File: config.mk
export PLATFORM = sky130hd
export DESIGN_NAME = spi_frame_loader
export DESIGN_NICKNAME = d
export VERILOG_FILES = /design/src/rtl/spi_frame_loader.sv
export SDC_FILE = /design/constraint.sdc
export NUM_CORES = 1
export LEC_CHECK = 0
export BUFFER_PORTS_ARGS = -buffer_cell sky130_fd_sc_hd__buf_2
export CAP_MARGIN = 20
export CORE_AREA = 2 2 92 94
export DETAILED_ROUTE_END_ITERATION = 10
export DIE_AREA = 0 0 94 96
export HOLD_SLACK_MARGIN = 0.02
export PLACE_DENSITY = 0.57
export SLEW_MARGIN = 20
export SYNTH_ARGS = -nofsm -noshare
export SYNTH_HDL_FRONTEND = slang
export SYNTH_SLANG_ARGS = --single-unit
File: constraint.sdc
create_clock -name clk -period 6.4 [get_ports clk]
set_input_delay 0.32 -clock clk [delete_from_list [all_inputs] [get_ports clk]]
set_output_delay 0.32 -clock clk [all_outputs]
set_load 0.05 [all_outputs]
File: src/rtl/spi_frame_loader.sv
`default_nettype none
// ============================================================================
//  Module   : spi_frame_loader
//  Purpose  : Frames the SPI byte stream into 1- or 4-byte commands and
//             drives the LED-matrix frame-buffer write port. It also returns
//             a status byte to the SPI slave.
//  Ports    : clk, reset        system clock, async active-high reset
//             sck               raw SPI clock (asynchronous to clk)
//             rx_byte[7:0]      SPI slave receive shift register
//             tx_byte[7:0]      status {busy, err, ovr, 0, last_op[3:0]}
//             fb_we/fb_addr/fb_wdata  frame-buffer write port
//             frame_swap        one-clk back-buffer commit pulse
//             busy              clear in progress
//             err               sticky bad-opcode / out-of-range flag
//  Revision : 1.0  initial release
// ============================================================================
module spi_frame_loader #(
  parameter int ROW_BITS = 5,
  parameter int COL_BITS = 5,
  parameter int TIMEOUT  = 4096
) (
  input  logic                         clk,
  input  logic                         reset,
  input  logic                         sck,
  input  logic [7:0]                   rx_byte,
  output logic [7:0]                   tx_byte,
  output logic                         fb_we,
  output logic [ROW_BITS+COL_BITS-1:0] fb_addr,
  output logic [2:0]                   fb_wdata,
  output logic                         frame_swap,
  output logic                         busy,
  output logic                         err
);

  localparam int ADDR_BITS = ROW_BITS + COL_BITS;
  localparam int IDLE_BITS = $clog2(TIMEOUT + 1);

  localparam logic [IDLE_BITS-1:0] C_TIMEOUT   = IDLE_BITS'(TIMEOUT);
  localparam logic [ADDR_BITS-1:0] C_LAST_ADDR = '1;
  localparam logic [7:0]           C_OP_PIXEL  = 8'h01;
  localparam logic [7:0]           C_OP_CLEAR  = 8'h02;
  localparam logic [7:0]           C_OP_SWAP   = 8'h03;
  localparam logic [7:0]           C_OP_CLRERR = 8'h04;

  typedef enum logic [2:0] {
    S_IDLE  = 3'd0,
    S_ROW   = 3'd1,
    S_COL   = 3'd2,
    S_COLOR = 3'd3,
    S_CLEAR = 3'd4
  } state_t;

  // --------------------------------------------------------------------------
  // Registers
  // --------------------------------------------------------------------------
  logic                 sck_meta_q,   sck_meta_d;
  logic                 sck_sync_q,   sck_sync_d;
  logic                 sck_prev_q,   sck_prev_d;
  logic [2:0]           bit_cnt_q,    bit_cnt_d;
  logic [IDLE_BITS-1:0] idle_q,       idle_d;
  state_t               state_q,      state_d;
  logic [7:0]           row_q,        row_d;
  logic [7:0]           col_q,        col_d;
  logic                 fb_we_q,      fb_we_d;
  logic [ADDR_BITS-1:0] fb_addr_q,    fb_addr_d;
  logic [2:0]           fb_wdata_q,   fb_wdata_d;
  logic                 frame_swap_q, frame_swap_d;
  logic                 busy_q,       busy_d;
  logic                 err_q,        err_d;
  logic                 ovr_q,        ovr_d;
  logic [3:0]           last_op_q,    last_op_d;
  logic [7:0]           tx_byte_q,    tx_byte_d;

  // --------------------------------------------------------------------------
  // Combinational helpers
  // --------------------------------------------------------------------------
  logic       w_rise;
  logic       w_byte_v;
  logic [7:0] w_byte;
  logic       w_timeout;
  state_t     w_state;
  logic       w_row_bad;
  logic       w_col_bad;

  // sck synchronizer, edge detect, bit counter and idle counter.
  always_comb begin
    sck_meta_d = sck;
    sck_sync_d = sck_meta_q;
    sck_prev_d = sck_sync_q;

    w_rise   = sck_sync_q & ~sck_prev_q;
    // The 8th rise of a byte completes it; rx_byte is stable around here.
    w_byte_v = w_rise && (bit_cnt_q == 3'd7);
    w_byte   = rx_byte;

    bit_cnt_d = w_rise ? (bit_cnt_q + 3'd1) : bit_cnt_q;

    // Saturating count of clks since the last sck rise.
    if (w_rise) begin
      idle_d = '0;
    end else if (idle_q != C_TIMEOUT) begin
      idle_d = idle_q + IDLE_BITS'(1);
    end else begin
      idle_d = idle_q;
    end

    // An expired partial packet is treated as if the FSM were already idle,
    // so a byte arriving on the same clk is decoded as a fresh opcode.
    w_timeout = (idle_q == C_TIMEOUT) &&
                ((state_q == S_ROW) || (state_q == S_COL) || (state_q == S_COLOR));
    w_state   = w_timeout ? S_IDLE : state_q;

    w_row_bad = (row_q >> ROW_BITS) != 8'd0;
    w_col_bad = (col_q >> COL_BITS) != 8'd0;
  end

  // Command FSM: next state and outputs.
  always_comb begin
    state_d      = w_state;
    row_d        = row_q;
    col_d        = col_q;
    fb_we_d      = 1'b0;
    fb_addr_d    = fb_addr_q;
    fb_wdata_d   = fb_wdata_q;
    frame_swap_d = 1'b0;
    busy_d       = busy_q;
    err_d        = err_q;
    ovr_d        = ovr_q;
    last_op_d    = last_op_q;

    case (w_state)
      S_IDLE: begin
        if (w_byte_v) begin
          case (w_byte)
            C_OP_PIXEL: begin
              last_op_d = 4'h1;
              state_d   = S_ROW;
            end
            C_OP_CLEAR: begin
              // First clear write is issued on entry; fb_addr doubles as
              // the clear address counter.
              last_op_d  = 4'h2;
              state_d    = S_CLEAR;
              busy_d     = 1'b1;
              fb_we_d    = 1'b1;
              fb_addr_d  = '0;
              fb_wdata_d = 3'b000;
            end
            C_OP_SWAP: begin
              last_op_d    = 4'h3;
              frame_swap_d = 1'b1;
            end
            C_OP_CLRERR: begin
              last_op_d = 4'h4;
              err_d     = 1'b0;
              ovr_d     = 1'b0;
            end
            default: begin
              err_d = 1'b1;
            end
          endcase
        end
      end

      S_ROW: begin
        if (w_byte_v) begin
          row_d   = w_byte;
          state_d = S_COL;
        end
      end

      S_COL: begin
        if (w_byte_v) begin
          col_d   = w_byte;
          state_d = S_COLOR;
        end
      end

      S_COLOR: begin
        if (w_byte_v) begin
          state_d = S_IDLE;
          if (w_row_bad || w_col_bad) begin
            err_d = 1'b1;
          end else begin
            fb_we_d    = 1'b1;
            fb_addr_d  = {row_q[ROW_BITS-1:0], col_q[COL_BITS-1:0]};
            fb_wdata_d = w_byte[2:0];
          end
        end
      end

      S_CLEAR: begin
        if (w_byte_v) begin
          ovr_d = 1'b1;
        end
        if (fb_addr_q == C_LAST_ADDR) begin
          busy_d  = 1'b0;
          state_d = S_IDLE;
        end else begin
          fb_we_d   = 1'b1;
          fb_addr_d = fb_addr_q + ADDR_BITS'(1);
        end
      end

      default: begin
        state_d = S_IDLE;
      end
    endcase

    // Status byte trails the status flops by one clk.
    tx_byte_d = {busy_q, err_q, ovr_q, 1'b0, last_op_q};
  end

  always_ff @(posedge clk or posedge reset) begin
    if (reset) begin
      sck_meta_q   <= 1'b0;
      sck_sync_q   <= 1'b0;
      sck_prev_q   <= 1'b0;
      bit_cnt_q    <= 3'd0;
      idle_q       <= '0;
      state_q      <= S_IDLE;
      row_q        <= 8'd0;
      col_q        <= 8'd0;
      fb_we_q      <= 1'b0;
      fb_addr_q    <= '0;
      fb_wdata_q   <= 3'b000;
      frame_swap_q <= 1'b0;
      busy_q       <= 1'b0;
      err_q        <= 1'b0;
      ovr_q        <= 1'b0;
      last_op_q    <= 4'h0;
      tx_byte_q    <= 8'h00;
    end else begin
      sck_meta_q   <= sck_meta_d;
      sck_sync_q   <= sck_sync_d;
      sck_prev_q   <= sck_prev_d;
      bit_cnt_q    <= bit_cnt_d;
      idle_q       <= idle_d;
      state_q      <= state_d;
      row_q        <= row_d;
      col_q        <= col_d;
      fb_we_q      <= fb_we_d;
      fb_addr_q    <= fb_addr_d;
      fb_wdata_q   <= fb_wdata_d;
      frame_swap_q <= frame_swap_d;
      busy_q       <= busy_d;
      err_q        <= err_d;
      ovr_q        <= ovr_d;
      last_op_q    <= last_op_d;
      tx_byte_q    <= tx_byte_d;
    end
  end

  assign tx_byte    = tx_byte_q;
  assign fb_we      = fb_we_q;
  assign fb_addr    = fb_addr_q;
  assign fb_wdata   = fb_wdata_q;
  assign frame_swap = frame_swap_q;
  assign busy       = busy_q;
  assign err        = err_q;

endmodule
`default_nettype wire

==> run summary <==
Starting utilization of the core area: 39.32%. After detailed routing, the number of vias per cell comes to 5.441. Yosys mapped the design onto 50 distinct sky130hd cell types. Setup repair after global routing left no endpoint under its margin.

The clock network burns 25.1% of the power. The mean cell area of the mapped netlist was 10.52 µm². Once layout is done, the placed cells without fillers occupy 3593 µm². The floorplan step set the die width to 94 µm. In the synthesized netlist, the cells that appear most often are dfrtp_1, nor2_1, o21ai_0. Dominant cell type by area after synthesis: dfrtp_1. The endpoint required time on the critical path was 6.62 ns. After layout, the minimum clock period comes to 2.521 ns. Summing every instance area after synthesis gives 3166 µm². Before antenna repair, the detailed router went through 4 iterations. Register bit total from synthesis: 65. The tools report the area of the core as 8051 µm². For the row count, the log shows 33.

Along the worst path, the maximum fanout reaches 13. In this run, flip-flops and latches consume 42.0% of the power. In this run the remaining antenna-violating nets after routing total 0. Combinational logic burns 32.9% of the power. The clock sink total was 65.

The clock-pin slew reported for the worst setup and hold paths after clock tree synthesis is 0.07 ns. The cell count after synthesis came out at 301. For the worst setup path, the data arrival time is 2.74 ns. The run gives 425 as the cell total after placement. The tools report the final setup skew as 0.01091 ns. The proportion of total power due to net switching is 39.58%, and the wire length per cell is 15.47 µm.

The die covers 9024 µm². The tools report the number of max-slew violations in the final report as 0. 36 I/O pins were placed. Across the run, the number of max-cap violations was 0. By area the synthesized netlist is led by dfrtp_1, mux2_2, o21ai_0, nor2_1, o31ai_1.

For the final total negative setup slack, the log shows 0 ns. The worst ir drop on vdd is 191.5 µV, and the number of hold violations in the final report is 0. By instance count, the leading cell after synthesis is dfrtp_1. The analysis attributes to cell leakage a power of 1.560 nW. The flow ran to the end, and the final reports show no timing, DRC or antenna violations. The power spent charging and discharging nets was 0.0005463 W; the count of unresolved DRC violations after routing was 0.

After clock tree synthesis, the setup repair step added 0 buffers. The final layout contains 347 nets. The die is 96 µm tall. The count of antenna diodes in the layout was 0. The class of the most critical setup path is reg -> reg.

Buffers placed on the I/O ports in this run total 33. Sequential elements use 51.38% of the synthesized area. The fraction of layout cells with a size suffix above 1 is 22.39%, and the total congestion overflow after global routing is 0.

For this run, the leading register cell type out of synthesis is dfrtp_1. Setup violations remaining at the end of the flow were counted as 0. Counting flops with a built-in enable in the synthesized netlist gives 0. Headroom to the max-slew limit came out at 46.04%. Total wire length after detailed routing: 6808 µm. The tools report the via count of the first global-routing pass as 2336. The worst setup path is launched from a register. The post-synthesis async set-or-reset flop share was 100.0%; the final core area utilization was 44.63%. The power density over the cells was 384.0 nW/µm²; the count of routing violations after the opening detailed-route iteration was 149.

For the internal power summed over all cells, the log shows 0.0008337 W. Initial antenna violation count: 0. Once layout is complete, the cells apart from fillers number 440. The deepest level of the CTS H-tree is 3, and the number of vias after detailed routing is 2394. Across every metal layer, demand over resource in global routing totals 16.33%. The final critical path takes up 39.39% of the cycle. The number of buffers created by CTS was 9.

The logs give 0.001380 W for the total power and 4747 µm for the half-perimeter wire length of the detailed placement result. For the number of buffers on the longest clock path, the log shows 2. The post-cts sizing count came out at 0. TritonCTS built the clock tree. The logs give 3398 µm² for the cell area after placement and 0 for the hold buffer count at CTS. The share of Yosys cell area claimed by the top area cell type came out at 51.38%.

The startpoint identified for the worst hold timing path is sck. Entering global routing, the biggest net connects 66 pins. The beginning of the critical path was bit_cnt_q[0].

The congestion estimate from routability-driven global placement came to 0.8099. During synthesis, Yosys emitted a total of 0 warnings. The origin of the critical flop-to-flop path was bit_cnt_q[0]. In this run the worst hold path is classified as in -> reg. The tools report the cell at the root of the clock tree as clkbuf_8. The first global-routing pass estimated 11370 µm of wire. The achievable frequency is 0.3967 GHz, and the transition at the pin with the smallest max-transition slack is 0.8094 ns. The clock latency on the worst-skew pair was 0.34 ns; the synthesis-to-layout area growth was 13.52%. The worst setup path is captured at a register.
worst paths after layout:
path                              end  slack, ns  depth (start not counted)
setup / recovery           fb_addr[1]       3.88                          7
hold / removal             sck_meta_q       0.09                          1
setup reg to reg           fb_addr[1]       3.88                          7
hold reg to reg            sck_prev_d       0.34                          0
max in group asynchronous  state_q[1]       5.65                          3
min in group asynchronous  tx_byte[0]       0.22                          3
state kept, by name, summed over array words and instances, names as in the netlist:
name        flops
idle_q         13
fb_addr        10
col_q           8
row_q           8
tx_byte         6
bit_cnt_q       3
fb_wdata        3
last_op_q       3
state_q         3
busy            1
err             1
fb_we           1
frame_swap      1
ovr_q           1
sck_meta_q      1
sck_prev_d      1
sck_prev_q      1
cell families (layout without fill, tap and decap cells):
family,count (synthesis),count (layout),share of synthesized area [%]
buf+inv,27,60,3.755
flops,65,65,51.38
other cells,1,2,0.1185
fa+ha+maj,5,5,1.976
simple gates,105,105,18.42
mux,19,19,6.838
compound gates,66,66,13.91
xor+xnor,13,13,3.597
final cells by class:
class	count	area (µm²)
fillers	788	4458
multi-input cells	210	1426
repair buffers	34	172.7
clock buffers	12	155.1
clock inverters	3	40.04
well taps	105	131.4
flip-flops and latches	65	1627
inverters	11	41.29
worst max-delay path, cell delays in order (launching register included):
cell,delay (ns)
dfrtp_1,0.40
ha_1,0.21
ha_1,0.18
and3b_1,0.26
a41oi_1,0.22
a32o_1,0.49
or2_4,0.30
mux2_2,0.34
through the flow:
stage	worst slack [ns]	hold slack, ns
after floorplan	4.217	0.3312
after global placement	3.978	0.3364
after detailed placement	3.939	0.3347
after CTS	3.907	0.06871
after global routing	3.770	0.08344
final	3.879	0.08919
layer usage:
| layer | vias to the layer above | routed length, µm | global-route usage (%) |
|---|---|---|---|
| met5 | - | 0 | 0 |
| li1 | 1142 | - | - |
| met3 | 12 | 318 | 4.150 |
| met2 | 63 | 3216 | 26.01 |
| met4 | 0 | 164 | 7.246 |
| met1 | 1177 | 3108 | 21.09 |
cells in the final DEF, fill, tap and decap left out, types with 2 or more instances in the layout:
master and n:
dfrtp_1 65, buf_2 33, nor2_1 28, o21ai_0 23
nand2_1 18, mux2_2 17, nand3_1 13, a21oi_1 11
o31ai_1 11, clkbuf_8 11, inv_1 10, nor3_1 8
xor2_1 7, and3_1 7, xnor2_1 6, nor4_1 5
ha_1 5, a31oi_1 4, or3_1 3, nand4_1 3
and2_1 3, nor3b_1 3, nor4b_4 2, or4_1 2
nor2b_1 2, a32o_1 2, o22ai_1 2, a22oi_1 2
o211ai_1 2, conb_1 2, clkinv_2 2
power groups by stage:
stage	Sequential (W)	Clock, W	Combinational, W
after floorplan	0.000720	0	0.000210
after global placement	0.000582	0	0.000452
after detailed placement	0.000585	0	0.000456
after CTS	0.000578	0.000360	0.000457
after global routing	0.000592	0.000376	0.000498
final	0.000579	0.000347	0.000454
Note: power is estimated with default switching activity, not from simulation.
